[config.mk]
export PLATFORM = sky130hd
export DESIGN_NAME = kernel_loader
export DESIGN_NICKNAME = d
export VERILOG_FILES = /design/src/rtl/kernel_pkg.sv /design/src/rtl/kernel_loader.sv
export SDC_FILE = /design/constraint.sdc
export NUM_CORES = 1
export LEC_CHECK = 0
export CAP_MARGIN = 30
export CORE_UTILIZATION = 45
export DETAILED_ROUTE_END_ITERATION = 7
export PLACE_DENSITY = 0.81
export SKIP_LAST_GASP = 1
export SYNTH_ARGS = -nofsm -noshare
export SYNTH_HDL_FRONTEND = slang
export SYNTH_SLANG_ARGS = --single-unit
[constraint.sdc]
create_clock -name i_clk -period 2.71 [get_ports i_clk]
set_input_delay 0.6775 -clock i_clk [delete_from_list [all_inputs] [get_ports i_clk]]
set_output_delay 0.6775 -clock i_clk [all_outputs]
set_load 0.02 [all_outputs]
[src/rtl/kernel_pkg.sv]
`default_nettype none
// ============================================================================
// Module      : kernel_pkg
// Description : Shared types, constants and helpers for the 3x3 convolution
//               kernel loader and its consumers.
// Revision    : 1.0 - initial release
// ============================================================================
package kernel_pkg;

    typedef enum logic [1:0] {
        IDLE    = 2'd0,
        LOAD    = 2'd1,
        PENDING = 2'd2
    } kernel_loader_state_t;

    localparam int KERNEL_DIM = 3;

    // Pass-through kernel: only the centre tap (element 4) is 1.
    localparam int KERNEL_IDENTITY [KERNEL_DIM*KERNEL_DIM] = '{0, 0, 0, 0, 1, 0, 0, 0, 0};

    // Width that holds the exact sum of num_elements signed coefficients.
    function automatic int kernel_sum_width(input int data_width, input int num_elements);
        return data_width + $clog2(num_elements);
    endfunction

endpackage
`default_nettype wire

[src/rtl/kernel_loader.sv]
`default_nettype none
// ============================================================================
// Module      : kernel_loader
// Description : Runtime-programmable 3x3 convolution-kernel register file.
//               Coefficients arrive over a valid/ready handshake into a shadow
//               bank; the full set is committed atomically to the active
//               outputs on the next frame-boundary strobe.
// Ports       : i_clk, i_rst          - clock, synchronous active-high reset
//               i_start, i_abort      - begin/restart or discard a load
//               i_coef_valid, i_coef  - coefficient stream (first -> elem N-1)
//               o_coef_ready          - high in LOAD
//               i_frame_start         - frame-boundary commit strobe
//               o_kernel, o_kernel_sum- active kernel and its exact sum
//               o_kernel_update       - one-cycle commit pulse
//               o_pending, o_busy     - status decoded from state
// Revision    : 1.0 - initial release
// ============================================================================
module kernel_loader
    import kernel_pkg::*;
#(
    parameter int KERNEL_NUM_ELEMENTS = 9,
    parameter int DATA_KERNEL_WIDTH   = 8,
    parameter int SUM_WIDTH           = kernel_sum_width(DATA_KERNEL_WIDTH, KERNEL_NUM_ELEMENTS)
) (
    input  logic                                i_clk,
    input  logic                                i_rst,
    input  logic                                i_start,
    input  logic                                i_abort,
    input  logic                                i_coef_valid,
    input  logic signed [DATA_KERNEL_WIDTH-1:0] i_coef,
    output logic                                o_coef_ready,
    input  logic                                i_frame_start,
    output logic signed [DATA_KERNEL_WIDTH-1:0] o_kernel [KERNEL_NUM_ELEMENTS-1:0],
    output logic signed [SUM_WIDTH-1:0]         o_kernel_sum,
    output logic                                o_kernel_update,
    output logic                                o_pending,
    output logic                                o_busy
);

    localparam int IDX_W = $clog2(KERNEL_NUM_ELEMENTS);

    kernel_loader_state_t r_state, w_state_next;

    logic signed [DATA_KERNEL_WIDTH-1:0] r_shadow [KERNEL_NUM_ELEMENTS-1:0];
    logic signed [DATA_KERNEL_WIDTH-1:0] r_kernel [KERNEL_NUM_ELEMENTS-1:0];
    logic signed [SUM_WIDTH-1:0]         r_shadow_sum;
    logic signed [SUM_WIDTH-1:0]         r_sum;
    logic        [IDX_W-1:0]             r_idx;
    logic                                r_update;

    logic                                w_clear;
    logic                                w_accept;
    logic                                w_commit;
    logic                                w_last;
    logic        [IDX_W-1:0]             w_widx;
    logic signed [SUM_WIDTH-1:0]         w_coef_ext;

    assign w_last     = (r_idx == IDX_W'(KERNEL_NUM_ELEMENTS - 1));
    // Stream order is row-major from the top-left, which is the highest index.
    assign w_widx     = IDX_W'(KERNEL_NUM_ELEMENTS - 1) - r_idx;
    assign w_coef_ext = {{(SUM_WIDTH-DATA_KERNEL_WIDTH){i_coef[DATA_KERNEL_WIDTH-1]}}, i_coef};

    // ------------------------------------------------------------------
    // State register
    // ------------------------------------------------------------------
    always_ff @(posedge i_clk) begin
        if (i_rst) begin
            r_state <= IDLE;
        end else begin
            r_state <= w_state_next;
        end
    end

    // ------------------------------------------------------------------
    // Next state and datapath strobes. Abort outranks start, which
    // outranks the handshake and the frame strobe. Abort in IDLE is a no-op,
    // so a simultaneous start still launches a load from IDLE.
    // ------------------------------------------------------------------
    always_comb begin
        w_state_next = r_state;
        w_clear      = 1'b0;
        w_accept     = 1'b0;
        w_commit     = 1'b0;
        if (i_abort && (r_state != IDLE)) begin
            w_state_next = IDLE;
        end else if (i_start) begin
            w_state_next = LOAD;
            w_clear      = 1'b1;
        end else begin
            case (r_state)
                IDLE: begin
                end
                LOAD: begin
                    if (i_coef_valid) begin
                        w_accept = 1'b1;
                        if (w_last) begin
                            w_state_next = PENDING;
                        end
                    end
                end
                PENDING: begin
                    if (i_frame_start) begin
                        w_commit     = 1'b1;
                        w_state_next = IDLE;
                    end
                end
                default: begin
                    w_state_next = IDLE;
                end
            endcase
        end
    end

    // Shadow bank needs no reset: unwritten entries can never be committed.
    always_ff @(posedge i_clk) begin
        if (w_accept) begin
            r_shadow[w_widx] <= i_coef;
        end
    end

    always_ff @(posedge i_clk) begin
        if (i_rst) begin
            for (int i = 0; i < KERNEL_NUM_ELEMENTS; i++) begin
                r_kernel[i] <= (KERNEL_IDENTITY[i] != 0) ? DATA_KERNEL_WIDTH'(1) : '0;
            end
            r_sum        <= SUM_WIDTH'(1);
            r_update     <= 1'b0;
            r_idx        <= '0;
            r_shadow_sum <= '0;
        end else begin
            r_update <= w_commit;
            if (w_clear) begin
                r_idx        <= '0;
                r_shadow_sum <= '0;
            end else if (w_accept) begin
                r_idx        <= r_idx + IDX_W'(1);
                r_shadow_sum <= r_shadow_sum + w_coef_ext;
            end
            if (w_commit) begin
                r_kernel <= r_shadow;
                r_sum    <= r_shadow_sum;
            end
        end
    end

    assign o_kernel        = r_kernel;
    assign o_kernel_sum    = r_sum;
    assign o_kernel_update = r_update;
    assign o_coef_ready    = (r_state == LOAD);
    assign o_pending       = (r_state == PENDING);
    assign o_busy          = (r_state != IDLE);

endmodule
`default_nettype wire
==> parameters.txt, run 1 <==
Parameter                              Value

Run status
  Result of the run    finished clean

Worst setup path
  Cell with the biggest individual delay on the critical path    sky130_fd_sc_hd__clkdlybuf4s50_1
  Crit path buffers/inverters    1
  Cell-by-cell listing of the critical path    clkdlybuf4s50_1 -> ha_1 -> fa_1 -> a21o_1 -> a221oi_2 -> o21ai_1 -> a21oi_1 -> or4_1 -> nand3_1
  Longest individual stage delay on the worst path    approximately 470 ps
  Category of the worst setup path launch point    primary input
  CP arrival    approximately 2900 ps
  Crit Reg-Reg Startpoint    r_idx[0]
  Worst R2R Setup Slack    290 ps
  Crit path capture type    flip-flop
  Register-to-Register Path Depth    8
  Critical Path Fanout Max    3
  R2r endpoint    r_shadow[28]
  Worst Setup Path Type    in2reg
  Data required, critical path    roughly 3000 ps
  Kind of cell with the highest combined delay on the critical path    compound AO/OA/AOI/OAI gates

Synth
  Number of enable-type register cells in the synthesized netlist    72
  Syn nets    around 640
  Top flip-flop cell by instance count after synthesis    sky130_fd_sc_hd__dfxtp_1
  Unique masters post-synth    38
  Post-synthesis cell area    between 6000 and 7000 um2
  Part of the Yosys area used for sequential elements    about 66%
  Seq cells post-synth    around 180
  Gate count after technology mapping    slightly above 600
  Post-synth ARST share    0%
  Number of warning messages in the yosys log    0
  Syn Area/Cell    ~11 um2

Clocking
  TritonCTS clock tree    yes
  Setup repair bufs after CTS    0
  CTS root buffer    sky130_fd_sc_hd__clkbuf_16
  Worst-Skew Late Latency    430 ps
  Number of gates resized after CTS    0
  Number of H-tree levels    4
  CTS sink count    175
  Clock-pin slew on the worst setup and hold paths    about 70 ps
  Count of hold-fix buffers inserted at cts    0
  TritonCTS Buffers    17
  Buffer depth of the longest clock path    2

Drt
  Total routed wirelength    14600 um
  Number of search-and-repair iterations in the first detailed-routing pass    5
  Count of unresolved DRC violations after routing    0
  WL met2    around 7400 um
  Via-per-instance ratio    5.23
  Antenna-violating nets left    0
  Metal1 wirelength    a little over 6000 um
  Highest metal layer used by the detailed router    met4
  Starting DRT DRC Count    roughly 330
  Met3 wirelength from detailed routing    about 760 um
  Routed vias    between 4000 and 5000
  WL/cell    between 15 and 20 um

Placement
  Standard cell area after detailed placement    around 7700 um2
  Half-perimeter wire length of the detailed placement result    between 9000 and 10000 um
  Port buffer count    ~100
  Placer Congestion    between 0.8 and 0.9
  Placed cell count    884

Timing
  Final critical-path required period    between 2000 and 3000 ps
  Period Utilization, post-route    95.6%
  Transition time at the pin with the least slew margin    ~520 ps
  Final Hold Violating Endpoints    0
  Peak Freq    just under 400 MHz
  Final Max Slew Viols    0
  Final setup skew    about 17 ps
  Setup tns final    0 ps
  Final-report setup violation count    0
  RSZ-0062 raised after global routing    false
  Max_slew headroom    approximately two thirds

Job
  Number of violations of the max-capacitance limit    0

Cells and area
  Layout overhead on the synthesized area    29.3%
  Post-route standard cell area excluding fillers    about 8300 um2
  N_diodes    0
  Layout net count    between 700 and 800
  Utilization after layout    between 50% and 60%
  Non-filler instance count after layout    916
  Filler cell count    1083
  Leading cell type in the layout, fill and taps excluded    sky130_fd_sc_hd__nand2_1
  Share of final-layout standard cells stronger than drive strength 1    about 8.7%
  Commonest cells after routing, fill and taps aside    sky130_fd_sc_hd__nand2_1 (191), sky130_fd_sc_hd__dfxtp_1 (103), sky130_fd_sc_hd__a21oi_1 (102), sky130_fd_sc_hd__clkdlybuf4s50_1 (100), sky130_fd_sc_hd__edfxtp_1 (72)

Die
  Die X-Extent    roughly 120 um
  Placement row count    43
  Top-level I/O count    approximately 100
  Initial Util    between 40% and 50%
  Floorplan die area    14800 um2
  Chip height    122 um
  Placeable Area    13900 um2

Pwr
  Maximum VDD drop    about 0.53 mV
  Overall power    approximately 5300 uW
  Areal power density over the cells    639 nW/um2
  Leakage    ~0.0029 uW

GRT
  Vias in the first global route    approximately 4700
  Largest net degree at the start of global routing    54
  Overflow left after global routing    0
  Number of antenna violations at the first check in global routing    0
  Global-route wire length before repair    around 23000 um
  Total track usage    roughly a fifth

Worst hold path
  Cell depth of the worst min-delay path    2
  Worst Hold Endpoint    o_kernel[2]
  Worst Hold Launch    o_kernel[2]
  Worst hold-check path type    reg2reg
cells in the mapped netlist, types with 3 or more instances:
library cell               instances  area, um2
sky130_fd_sc_hd__o21ai_0           3       15.0
sky130_fd_sc_hd__nor2_1           12       45.0
sky130_fd_sc_hd__ha_1             17        213
sky130_fd_sc_hd__nand2_1         191        717
sky130_fd_sc_hd__buf_4             6       45.0
sky130_fd_sc_hd__dfxtp_1         103       2060
sky130_fd_sc_hd__nand4_1           6       37.5
sky130_fd_sc_hd__nand2b_1          4       25.0
sky130_fd_sc_hd__xor2_1            3       26.3
sky130_fd_sc_hd__edfxtp_1         72       2160
sky130_fd_sc_hd__nand3_1          11       55.1
sky130_fd_sc_hd__xnor2_1           7       61.3
sky130_fd_sc_hd__and3_1            8       50.1
sky130_fd_sc_hd__buf_2            12       60.1
sky130_fd_sc_hd__a21o_1            6       45.0
sky130_fd_sc_hd__a21oi_1         102        510
sky130_fd_sc_hd__clkbuf_1         16       60.1
sky130_fd_sc_hd__nand3b_1          3       22.5
sky130_fd_sc_hd__inv_1             4       15.0
cells by family (layout without fill, tap and decap cells):
| family | Yosys count | count (layout) | share of synthesized area, % |
|---|---|---|---|
| AO/OA/AOI/OAI | 125 | 125 | 10.7 |
| XOR/XNOR | 10 | 10 | 1.36 |
| adder cells (fa/ha/maj) | 18 | 18 | 3.62 |
| buffers and inverters | 38 | 163 | 2.80 |
| flip-flops | 175 | 175 | 65.7 |
| AND/OR/NAND/NOR | 245 | 245 | 15.8 |
worst max-delay path by stage:
stage / startpoint / slack, ps / to / cells after the start
after global placement: i_coef[0] / -200 / r_shadow_sum[10] / 9
after floorplan: i_coef[0] / 390 / r_shadow_sum[10] / 8
after CTS: i_coef[0] / 130 / r_shadow_sum[10] / 9
final: i_coef[0] / 120 / r_shadow_sum[10] / 9
after global routing: i_coef[0] / 20 / r_shadow_sum[10] / 9
after detailed placement: i_coef[0] / -320 / r_shadow_sum[10] / 9
per-layer routing:
metal / track usage (%) / vias up
met1: 25.7 / 2306
met3: 3.90 / 26
met4: 8.72 / 0
met2: 35.9 / 151
li1: - / 2308
met5: 0 / -
per-stage QoR:
stage | setup WS (ps) | hold slack [ps]
CTS | 128 | 459
floorplan | 385 | 433
global route | 15.3 | 478
detailed placement | -318 | 450
global placement | -201 | 448
finish | 118 | 458
worst min-delay path, stage by stage, from the launching register on:
cell	delay, ps
sky130_fd_sc_hd__dfxtp_1	310
sky130_fd_sc_hd__nand2_1	50
sky130_fd_sc_hd__a21oi_1	50
registers in the layout (all words and copies together), names as in the netlist:
name,cells
o_kernel_update,1
o_kernel,72
r_shadow,72
r_idx,4
o_kernel_sum,12
r_state,2
r_shadow_sum,12
power breakdown:
part / internal (uW) / switching [uW]
Clock: 1370 / 1040
Sequential: 2740 / 3.26
Combinational: 55.4 / 98.1
area by class of cell:
cell class	count	area, um2	share of cell area [%]
flip-flops and latches	175	4220	50.8
multi-input cells	398	2030	24.5
repair buffers	127	1230	14.8
clock buffers	17	425	5.12
well taps	180	225	2.71
clock inverters	15	161	1.94
inverters	4	15.0	0.181
(Power assumes the default switching activity.)
==> run 2: changes to the inputs <==
Settings changed: CTS_BUF_LIST set to sky130_fd_sc_hd__clkbuf_8.
==> parameters.txt, run 2 (synthesis gave the netlist of run 1 again) <==
Parameter                              Value

Run status
  Result of the run    finished clean

Pwr
  Switching power total    around 1100 uW
  Internal power    between 3000 and 4000 uW
  Clock network fraction of total power    38.4%
  Maximum VDD drop    0.357 mV
  Switching share of power    approximately 23%
  Leakage    roughly 0.0028 uW
  Comb pwr share    3.3%
  Areal power density over the cells    about 580 nW/um2
  Sequential fraction of design power    between 50% and 60%

Placement
  Half-perimeter wire length of the detailed placement result    9990 um
  Placer Congestion    about 0.84
  Port buffer count    around 100
  Standard cell area after detailed placement    7720 um2

Clocking
  Count of hold-fix buffers inserted at cts    0
  Worst-Skew Late Latency    approximately 460 ps
  Setup repair bufs after CTS    0
  CTS sink count    175
  CTS root buffer    sky130_fd_sc_hd__clkbuf_8
  Number of H-tree levels    4
  TritonCTS clock tree    yes
  Buffer depth of the longest clock path    2
  Number of gates resized after CTS    0
  TritonCTS Buffers    17
  Clock-pin slew on the worst setup and hold paths    90 ps

Drt
  Number of search-and-repair iterations in the first detailed-routing pass    4
  Total routed wirelength    approximately 14000 um
  Routed vias    around 4800
  Count of unresolved DRC violations after routing    0
  Via-per-instance ratio    about 5.2
  Antenna-violating nets left    0
  WL/cell    approximately 16 um
  Starting DRT DRC Count    approximately 350

Worst setup path
  Crit path buffers/inverters    1
  Cell with the biggest individual delay on the critical path    sky130_fd_sc_hd__clkdlybuf4s50_1
  Cell-by-cell listing of the critical path    clkdlybuf4s50_1 -> ha_1 -> fa_1 -> a21o_1 -> a221oi_2 -> o21ai_1 -> a21oi_1 -> or4_1 -> nand3_1
  CP arrival    slightly below 3000 ps
  Kind of cell with the highest combined delay on the critical path    compound AO/OA/AOI/OAI gates
  Longest individual stage delay on the worst path    around 470 ps
  Crit path capture type    flip-flop
  Critical Path Fanout Max    3
  Category of the worst setup path launch point    primary input
  Data required, critical path    slightly above 3000 ps
  Worst R2R Setup Slack    slightly below 300 ps
  Worst Setup Path Type    in2reg

Cells and area
  Layout net count    around 760
  Utilization after layout    58.3%
  Post-route standard cell area excluding fillers    approximately 8000 um2
  N_diodes    0
  Commonest cells after routing, fill and taps aside    sky130_fd_sc_hd__nand2_1 (191), sky130_fd_sc_hd__dfxtp_1 (103), sky130_fd_sc_hd__a21oi_1 (102), sky130_fd_sc_hd__clkdlybuf4s50_1 (100), sky130_fd_sc_hd__edfxtp_1 (72)
  Layout overhead on the synthesized area    26.3%
  Filler cell count    about 1100
  Leading cell type in the layout, fill and taps excluded    sky130_fd_sc_hd__nand2_1
  Share of final-layout standard cells stronger than drive strength 1    approximately 8.7%

Timing
  RSZ-0062 raised after global routing    false
  Final setup skew    13.2 ps
  Final critical-path required period    between 2000 and 3000 ps
  Peak Freq    about 400 MHz
  Max_slew headroom    about two thirds
  Period Utilization, post-route    a little over nine tenths
  Final-report setup violation count    0
  Final Hold Violating Endpoints    0
  Transition time at the pin with the least slew margin    around 520 ps
  Final Max Slew Viols    0

Die
  Top-level I/O count    a little over 100
  Placement row count    43
  Placeable Area    approximately 14000 um2
  Floorplan die area    14800 um2
  Chip height    between 100 and 150 um
  Die X-Extent    roughly 120 um
  Initial Util    46.1%

GRT
  Total track usage    between 20% and 30%
  Vias in the first global route    about 4700
  Largest net degree at the start of global routing    54
  Number of antenna violations at the first check in global routing    0
  Overflow left after global routing    0
  Global-route wire length before repair    between 20000 and 25000 um

Worst hold path
  Worst hold-check path type    reg2reg

Job
  Number of violations of the max-capacitance limit    0
run 2: cell counts in the layout (fill, tap and decap cells not counted):
Identical to the previous run, type by type.
run 2: power groups by stage:
stage	sequential [uW]	clock, uW	combinational (uW)
after floorplan	2800	0	66.8
after global placement	2800	0	147
after detailed placement	2800	0	151
after CTS	2740	1830	152
after global routing	2740	1930	165
final	2740	1800	153
run 2: area by class of cell:
cell class                 instances  area [um2]  area share, %
tap                              180         225           2.77
multi-input combinational        398        2030           25.0
clock buffer                      17         234           2.88
sequential                       175        4220           52.0
clock inverter                    15         161           1.99
inverter                           4        15.0          0.185
timing repair buffer             127        1230           15.1
run 2: worst paths after layout:
path / start / end / cells after the start
min reg2reg: o_kernel[2] / o_kernel[2] / 2
max reg2reg: r_idx[0] / r_shadow[10] / 8
max: i_coef[0] / r_shadow_sum[10] / 9
min: o_kernel[2] / o_kernel[2] / 2
run 2: layer usage:
metal  part of all wire [%]  track usage (%)
met1                     43             25.7
met5                      0                0
met3                    4.7             4.84
met4                    1.9             6.71
met2                     50             34.9
run 2: worst register-to-register path: stages, from the launching register on:
cell                       delay [ps]
sky130_fd_sc_hd__dfxtp_1          400
sky130_fd_sc_hd__inv_1            140
sky130_fd_sc_hd__ha_1             270
sky130_fd_sc_hd__nor2b_1          370
sky130_fd_sc_hd__o21ai_0          140
sky130_fd_sc_hd__o21ai_0          140
sky130_fd_sc_hd__nand2b_1         120
sky130_fd_sc_hd__nand2_1          100
sky130_fd_sc_hd__and3_1           400
run 2: through the flow:
step / hold WS (ps) / power (uW) / instances / setup slack (ps) / TNS (ps)
global placement: 448 / 2950 / 884 / -201 / -575
detailed placement: 450 / 2950 / 884 / -318 / -934
finish: 461 / 4700 / 916 / 155 / 0
floorplan: 433 / 2870 / 611 / 385 / 0
CTS: 462 / 4730 / 916 / 178 / 0
global route: 482 / 4840 / 916 / 53.0 / 0
==> run 3: changes to the inputs <==
Settings changed: CAP_MARGIN 30 to 0.
==> results of run 3 <==
The final DEF is identical to that of run 2; final timing and power are the same.
